File: config.mk
export PLATFORM = sky130hd
export DESIGN_NAME = i2s_transmitter
export DESIGN_NICKNAME = d
export VERILOG_FILES = /design/src/rtl/audio_pkg.sv /design/src/rtl/i2s_clock_divider.sv /design/src/rtl/i2s_transmitter.sv
export SDC_FILE = /design/constraint.sdc
export NUM_CORES = 1
export LEC_CHECK = 0
export BUFFER_PORTS_ARGS = -buffer_cell sky130_fd_sc_hd__buf_2
export CORE_MARGIN = 5
export CORE_UTILIZATION = 56
export CTS_BUF_LIST = sky130_fd_sc_hd__clkbuf_16
export CTS_CLUSTER_DIAMETER = 50
export DETAILED_ROUTE_END_ITERATION = 10
export PLACE_DENSITY = 0.82
export SYNTH_ARGS = -nofsm -noshare
export SYNTH_HDL_FRONTEND = slang
export SYNTH_HIERARCHICAL = 1
export SYNTH_SLANG_ARGS = --single-unit
File: constraint.sdc
create_clock -name aclk -period 2.26 [get_ports aclk]
set_input_delay 0.339 -clock aclk [delete_from_list [all_inputs] [get_ports aclk]]
set_output_delay 0.339 -clock aclk [all_outputs]
set_load 0.01 [all_outputs]
File: src/rtl/audio_pkg.sv
// Shared audio types for the mixer-to-I2S path: stereo frame layout and channel codes.
// Pure declarations; no timing or backpressure of its own.
package audio_pkg;
  localparam int SAMPLE_WIDTH = 16;

  localparam logic I2S_CHANNEL_LEFT  = 1'b0;
  localparam logic I2S_CHANNEL_RIGHT = 1'b1;

  typedef struct packed {
    logic [SAMPLE_WIDTH-1:0] left;
    logic [SAMPLE_WIDTH-1:0] right;
  } StereoFrame;
endpackage

File: src/rtl/i2s_clock_divider.sv
// Bit-clock generator: bclk toggles every CLK_DIV_HALF clk cycles, first rise CLK_DIV_HALF cycles after reset.
// Edge enables are combinational and high in the clk cycle whose closing edge toggles bclk; never stalls.
module i2s_clock_divider #(
  parameter int CLK_DIV_HALF = 8
) (
  input  logic aclk,
  input  logic aresetn,
  output logic bclk,
  output logic bclk_fall_en,
  output logic bclk_rise_en
);
  localparam int CW = (CLK_DIV_HALF > 1) ? $clog2(CLK_DIV_HALF) : 1;

  logic [CW-1:0] div_q, div_d;
  logic          bclk_q, bclk_d;
  logic          term;

  always_comb begin
    term         = (div_q == CW'(CLK_DIV_HALF - 1));
    div_d        = term ? '0 : div_q + CW'(1);
    bclk_d       = term ? ~bclk_q : bclk_q;
    bclk_fall_en = term && bclk_q;
    bclk_rise_en = term && !bclk_q;
  end

  always_ff @(posedge aclk) begin
    if (!aresetn) begin
      div_q  <= '0;
      bclk_q <= 1'b0;
    end else begin
      div_q  <= div_d;
      bclk_q <= bclk_d;
    end
  end

  assign bclk = bclk_q;
endmodule

File: src/rtl/i2s_transmitter.sv
// I2S serializer with a one-frame holding register; lrclk/dout change on bclk falls, data one bit behind lrclk.
// sample_ready = holding empty; a frame load with nothing held plays zeros and pulses underrun.
module i2s_transmitter #(
  parameter int SAMPLE_WIDTH = audio_pkg::SAMPLE_WIDTH,
  parameter int CLK_DIV_HALF = 8
) (
  input  logic                    aclk,
  input  logic                    aresetn,
  input  logic [SAMPLE_WIDTH-1:0] sample_left,
  input  logic [SAMPLE_WIDTH-1:0] sample_right,
  input  logic                    sample_valid,
  output logic                    sample_ready,
  output logic                    frame_tick,
  output logic                    underrun,
  output logic                    audio_bclk,
  output logic                    audio_lrclk,
  output logic                    audio_dout
);
  import audio_pkg::*;

  localparam int FW = 2 * SAMPLE_WIDTH;
  localparam int SW = $clog2(FW);

  logic          bclk_fall_en;
  logic          unused_rise_en;
  logic [SW-1:0] slot_q, slot_d;
  logic [FW-1:0] hold_q, hold_d;
  logic [FW-1:0] shift_q, shift_d;
  logic          ready_q, ready_d;
  logic          lrclk_q, lrclk_d;
  logic          dout_q, dout_d;
  logic          tick_q, tick_d;
  logic          underrun_q, underrun_d;
  logic          load;
  logic          xfer;

  i2s_clock_divider #(.CLK_DIV_HALF(CLK_DIV_HALF)) u_div (
    .aclk         (aclk),
    .aresetn      (aresetn),
    .bclk         (audio_bclk),
    .bclk_fall_en (bclk_fall_en),
    .bclk_rise_en (unused_rise_en)
  );

  always_comb begin
    xfer       = sample_valid && ready_q;
    load       = bclk_fall_en && (slot_q == SW'(FW - 1));
    slot_d     = slot_q;
    hold_d     = hold_q;
    shift_d    = shift_q;
    ready_d    = ready_q;
    lrclk_d    = lrclk_q;
    dout_d     = dout_q;
    tick_d     = load;
    underrun_d = load && ready_q;

    if (bclk_fall_en) begin
      slot_d  = load ? '0 : slot_q + SW'(1);
      lrclk_d = (slot_d >= SW'(SAMPLE_WIDTH - 1) && slot_d <= SW'(FW - 2))
                ? I2S_CHANNEL_RIGHT : I2S_CHANNEL_LEFT;
      // MSB of the shifter is the bit for the slot being entered; on entry to slot 0 it is the old R LSB.
      dout_d  = shift_q[FW-1];
      shift_d = {shift_q[FW-2:0], 1'b0};
      if (load) begin
        shift_d = ready_q ? '0 : hold_q;
      end
    end

    if (load && !ready_q) begin
      ready_d = 1'b1;
    end
    if (xfer) begin
      hold_d  = {sample_left, sample_right};
      ready_d = 1'b0;
    end
  end

  always_ff @(posedge aclk) begin
    if (!aresetn) begin
      slot_q     <= '0;
      hold_q     <= '0;
      shift_q    <= '0;
      ready_q    <= 1'b1;
      lrclk_q    <= 1'b0;
      dout_q     <= 1'b0;
      tick_q     <= 1'b0;
      underrun_q <= 1'b0;
    end else begin
      slot_q     <= slot_d;
      hold_q     <= hold_d;
      shift_q    <= shift_d;
      ready_q    <= ready_d;
      lrclk_q    <= lrclk_d;
      dout_q     <= dout_d;
      tick_q     <= tick_d;
      underrun_q <= underrun_d;
    end
  end

  assign sample_ready = ready_q;
  assign frame_tick   = tick_q;
  assign underrun     = underrun_q;
  assign audio_lrclk  = lrclk_q;
  assign audio_dout   = dout_q;
endmodule

# Word level (Yosys, flattened, before mapping)
# Index checks and enable logic that the tools add are counted.
[word_totals]
word_cells = 33
in_bits = 35
register_bits = 78
[classes]
bitwise = 2
magnitude_cmp = 2
addsub = 2
eq_ne = 2
muxes = 6
n_reduce_logical = 9
[ops]
columns = ["operator", "count"]
rows = [
  ["2-to-1 mux 32 bit", 2],
  ["logical AND 1 bit", 6],
  ["adder 5 x 1 -> 5 bit, second input constant", 1],
  ["equality test 5 bit, second input constant", 1],
  [">= comparator 5 x 4 -> 1 bit, second input constant", 1],
  ["less-or-equal comparator 5 bit, second input constant", 1],
  ["2-to-1 mux 5 bit", 1],
  ["adder 3 x 1 -> 3 bit, second input constant", 1],
  ["equality test 3 bit, second input constant", 1],
  ["2-to-1 mux 1 bit", 3],
  ["inverter 1 bit", 2],
  ["nonzero test 2 bit", 1],
  ["OR reduction 2 bit", 1],
  ["zero test 1 bit", 1],
]

# Longest topological paths before layout
[depth]
depth_word = 7
ltp_mapped = 9

# Modules after synthesis
# Netlist, hierarchy kept.
[modules_own_cells]
columns = ["mod", "area_per_inst_um2", "cells_per_inst", "n_inst", "seq_area_each_um2"]
rows = [
  ["i2s_transmitter", 3527.1, 381, 1, 1481.4],
  ["i2s_clock_divider", 163.9, 13, 1, 80.1],
]

# Worst setup path before layout
# Ideal clock, no wire load.
[synth_timing]
path_kind = "register to register"
start = "register slot_q[0]"
end = "register lrclk_q (netlist: audio_lrclk)"
path_slack_ns = 0.575
setup_time_ns = 0.062
arrival_time_ns = 1.623
path_stages_with_launch = 10
synth_period_minus_slack_ns = 1.685
path_cell_list = "dfxtp_1 ha_1 and3_1 ha_1 buf_6 buf_6 a21oi_1 o211ai_1 a21o_1 nand3_1"
[synth_via]
elab_chain_cells = 6
word_cells_on_any_way = 8
cone_classes = "add/sub: 1; order compare: 2; eq/ne: 1; mux: 2; reduce/logical: 2"
[synth_rtl]
columns = ["element", "line_no", "source"]
rows = [
  ["start: declaration", "i2s_transmitter.sv:26", "logic [SW-1:0] slot_q, slot_d;"],
  ["start signal: assignment", "i2s_transmitter.sv:89", "slot_q <= slot_d;"],
  ["branches (longest 2 deep; another with adder 5 x 1 -> 5 bit)", "-", ""],
  ["2-to-1 mux 5 bit *", "i2s_transmitter.sv:58", "slot_d = load ? '0 : slot_q + SW'(1);"],
  [">= comparator 5 x 4 -> 1 bit or less-or-equal comparator 5 bit (tied branches)", "i2s_transmitter.sv:59", "lrclk_d = (slot_d >= SW'(SAMPLE_WIDTH - 1) && slot_d <= SW'(FW - 2))"],
  ["logical AND 1 bit *", "i2s_transmitter.sv:59", ""],
  ["2-to-1 mux 1 bit *", "i2s_transmitter.sv:60", "? I2S_CHANNEL_RIGHT : I2S_CHANNEL_LEFT;"],
  ["end signal: assignment", "i2s_transmitter.sv:93", "lrclk_q <= lrclk_d;"],
  ["end: declaration", "i2s_transmitter.sv:30", "logic lrclk_q, lrclk_d;"],
]
# Every way passes the cells marked *.
# A chain may end at the register's enable or synchronous reset.

# Worst setup path after layout
[layout_timing]
start = "register slot_q[0]"
end = "register slot_q[3]"
[layout_via]
elab_chain_cells = 3
word_cells_on_any_way = 4
cone_classes = "add/sub: 1; eq/ne: 1; mux: 1; reduce/logical: 1"
[layout_rtl]
columns = ["element", "line_no"]
rows = [
  ["branches (longest 2 deep; another with adder 5 x 1 -> 5 bit)", "-"],
  ["2-to-1 mux 5 bit *", "i2s_transmitter.sv:58"],
]
# Marks and branches as above.

==> flow_summary.ini <==
[sta]
relSlewSlack = 0.658
hold_ws_ps = 250
period_share = 0.831
max_freq_mhz = 532
grt_setup_unrepaired = false
tightest_slew_ps = 513
worst_slack_ps = 382
tns_ps = 0
skew_ps = 5.40
hold_viol = 0
setup_viol = 0
finalMaxSlewViolations = 0
layout_min_cycle_time_ps = 1880

[yosys]
yosys-top-cells-area = dfxtp_1 (42%), a21boi_2 (8.8%), o211a_1 (8.7%), nand2_1 (6.8%), nand3b_1 (6.5%)
synth_common_cells = dfxtp_1 (78), nand2_1 (67), nand2b_1 (33)
netlist_area_um2 = 3690
synth_seq_cells = 78
yosysMostFrequentCell = dfxtp_1
ys_warn_count = 6
ys_types = 32
yosysSeqAreaShare = 0.423
synth_top_area_frac = 0.423
synth_edf_count = 0
yosysTopAreaCell = dfxtp_1
syn_inst = 394
synthArstFlopShare = 0
synth_nets = 435
postSynthAreaPerCell_um2 = 9.37
yosys_most_used_dff = dfxtp_1

[clock_network]
clockBufferDepth = 2
clkTransAtPathRegs_ps = 60
cts_sinks = 78
cts_tree = built
post_cts.repair.setup_buffers = 0
clock-root-buffer = clkbuf_16
htreeDepth = 3
cts-resized-gates = 0
postCtsHoldBufs = 0
cts_buffers = 9
clock_latency_ps = 330

[critical_path]
reg2regPathDepth = 7
end_kind = register
worst_ep_required_time_ps = 2470
crit_fanout = 73
setup.worst_path.start_class = register
path_class = register to register
arrival_ps = 2090

[floorplan]
rows = 29
die_width_um = 91.2
coreArea_um2 = 6390
initial_core_util = 0.578
die-height_um = 91.2
ioPinCount = 41
die-area_um2 = 8310

[pwr]
powerDensity_nw_per_um2 = 696
power_leakage_uw = 0.00171
ir_worst_vdd_mv = 0.522

[drt]
drtPass1Iterations = 4
via_count = 2761
ant_nets = 0
drtIter0Drc = 117
wl_um = 6810
drc = 0
vias_per_cell = 5.53
routedWlPerCell_um = 13.6

[place]
io_buffers = 40
post_dp_cell_area_um2 = 3880
gp_congestion = 0.786
post-place-ws_ps = 405
dp_hpwl_um = 4300

[layout]
fin_util = 0.647
nFillCells = 510
stdcell_area_um2 = 4130
antenna_cells = 0
register_area_um2 = 1560
nNetsFinal = 459
post_route_cells_drive_above_1_share = 0.218
syn_to_final_growth_pct = 12.0
multi_input_area_um2 = 1910

[status]
status = finished, final reports clean

[global_routing]
grt_antenna_before_repair = 0
grt-ovfl-total = 0
grt_max_degree = 74
grt_pass1_vias = 2637
grt_util_all_layers = 0.172
grt_pass1_wl_um = 12000

[run]
cap_viol_max_count = 0

[worst_hold_path]
hp-class = input pin to register
worstHoldPathCells = 3
## worst max-delay path, stage by stage (launching register included)
cell and delay, ps:
dfxtp_1 470, ha_1 270, and3_1 180, ha_2 190
buf_12 250, o21ai_0 130, a22oi_1 210, nor2b_1 60
## through the flow
step                total power [uW]  instances
CTS                             2910        499
floorplan                       1610        394
finish                          2870        499
global route                    3000        499
detailed placement              1670        484
global placement                1660        484
## final cells by class
cell class | instances | share of cell area
multi-input cells | 278 | 0.462
flip-flops and latches | 78 | 0.378
repair buffers | 48 | 0.0721
clock buffers | 9 | 0.0545
well taps | 77 | 0.0233
clock inverters | 6 | 0.00757
inverters | 3 | 0.00272
## registers in the layout, indices dropped and copies added (netlist names)
register,cells
underrun,1
audio_dout,1
u_div/bclk,1
audio_lrclk,1
shift_q,32
u_div/div_q,3
sample_ready,1
hold_q,32
frame_tick,1
slot_q,5
## per-layer routing
metal / GRT usage / vias up / wire length, um
met2: 0.279 / 51 / 3220
li1: - / 1412 / -
met3: 0.0339 / 9 / 308
met5: 0 / - / 0
met4: 0.0697 / 0 / 106
met1: 0.224 / 1289 / 3170
## cell usage in the layout, fill, tap and decap left out
cell type,instances
a21oi_1,3
a21boi_0,6
buf_4,5
o211ai_1,1
nand4_1,1
ha_2,1
nor3b_1,2
dfxtp_1,78
ha_1,5
o211a_1,32
nand3b_1,32
a22oi_1,1
nor2_1,3
nand3_1,32
clkinvlp_4,2
buf_2,40
and2_2,1
nor4bb_1,1
nor2b_1,6
a21boi_2,29
and2_1,3
mux2i_1,3
and3b_1,3
clkbuf_16,9
nand4b_1,1
inv_1,4
o21a_1,2
and3_1,3
nor2b_4,1
clkinv_2,1
buf_12,3
clkinv_1,2
nand2_1,67
o21ai_0,5
nand2b_1,33
a21o_1,1
## worst paths after layout
kind | from | slack [ps] | end
hold reg to reg | u_div/div_q[0] | 440 | u_div/div_q[0]
hold / removal | sample_left[1] | 250 | hold_q[17]
setup / recovery | slot_q[0] | 380 | slot_q[3]
setup reg to reg | slot_q[0] | 380 | slot_q[3]
## logic make-up after synthesis
group | Yosys count | synth area share
adder cells (fa/ha/maj) | 6 | 0.0203
AND/OR/NAND/NOR | 189 | 0.279
flip-flops | 78 | 0.423
multiplexers | 3 | 0.00814
AO/OA/AOI/OAI | 80 | 0.208
buffers and inverters | 38 | 0.0607
## report_power, final
part	internal, uW	total (uW)	switching [uW]
combinational	91.4	194	102
sequential	1420	1440	22.0
clock	722	1240	520
Note: power is estimated with default switching activity, not from simulation.
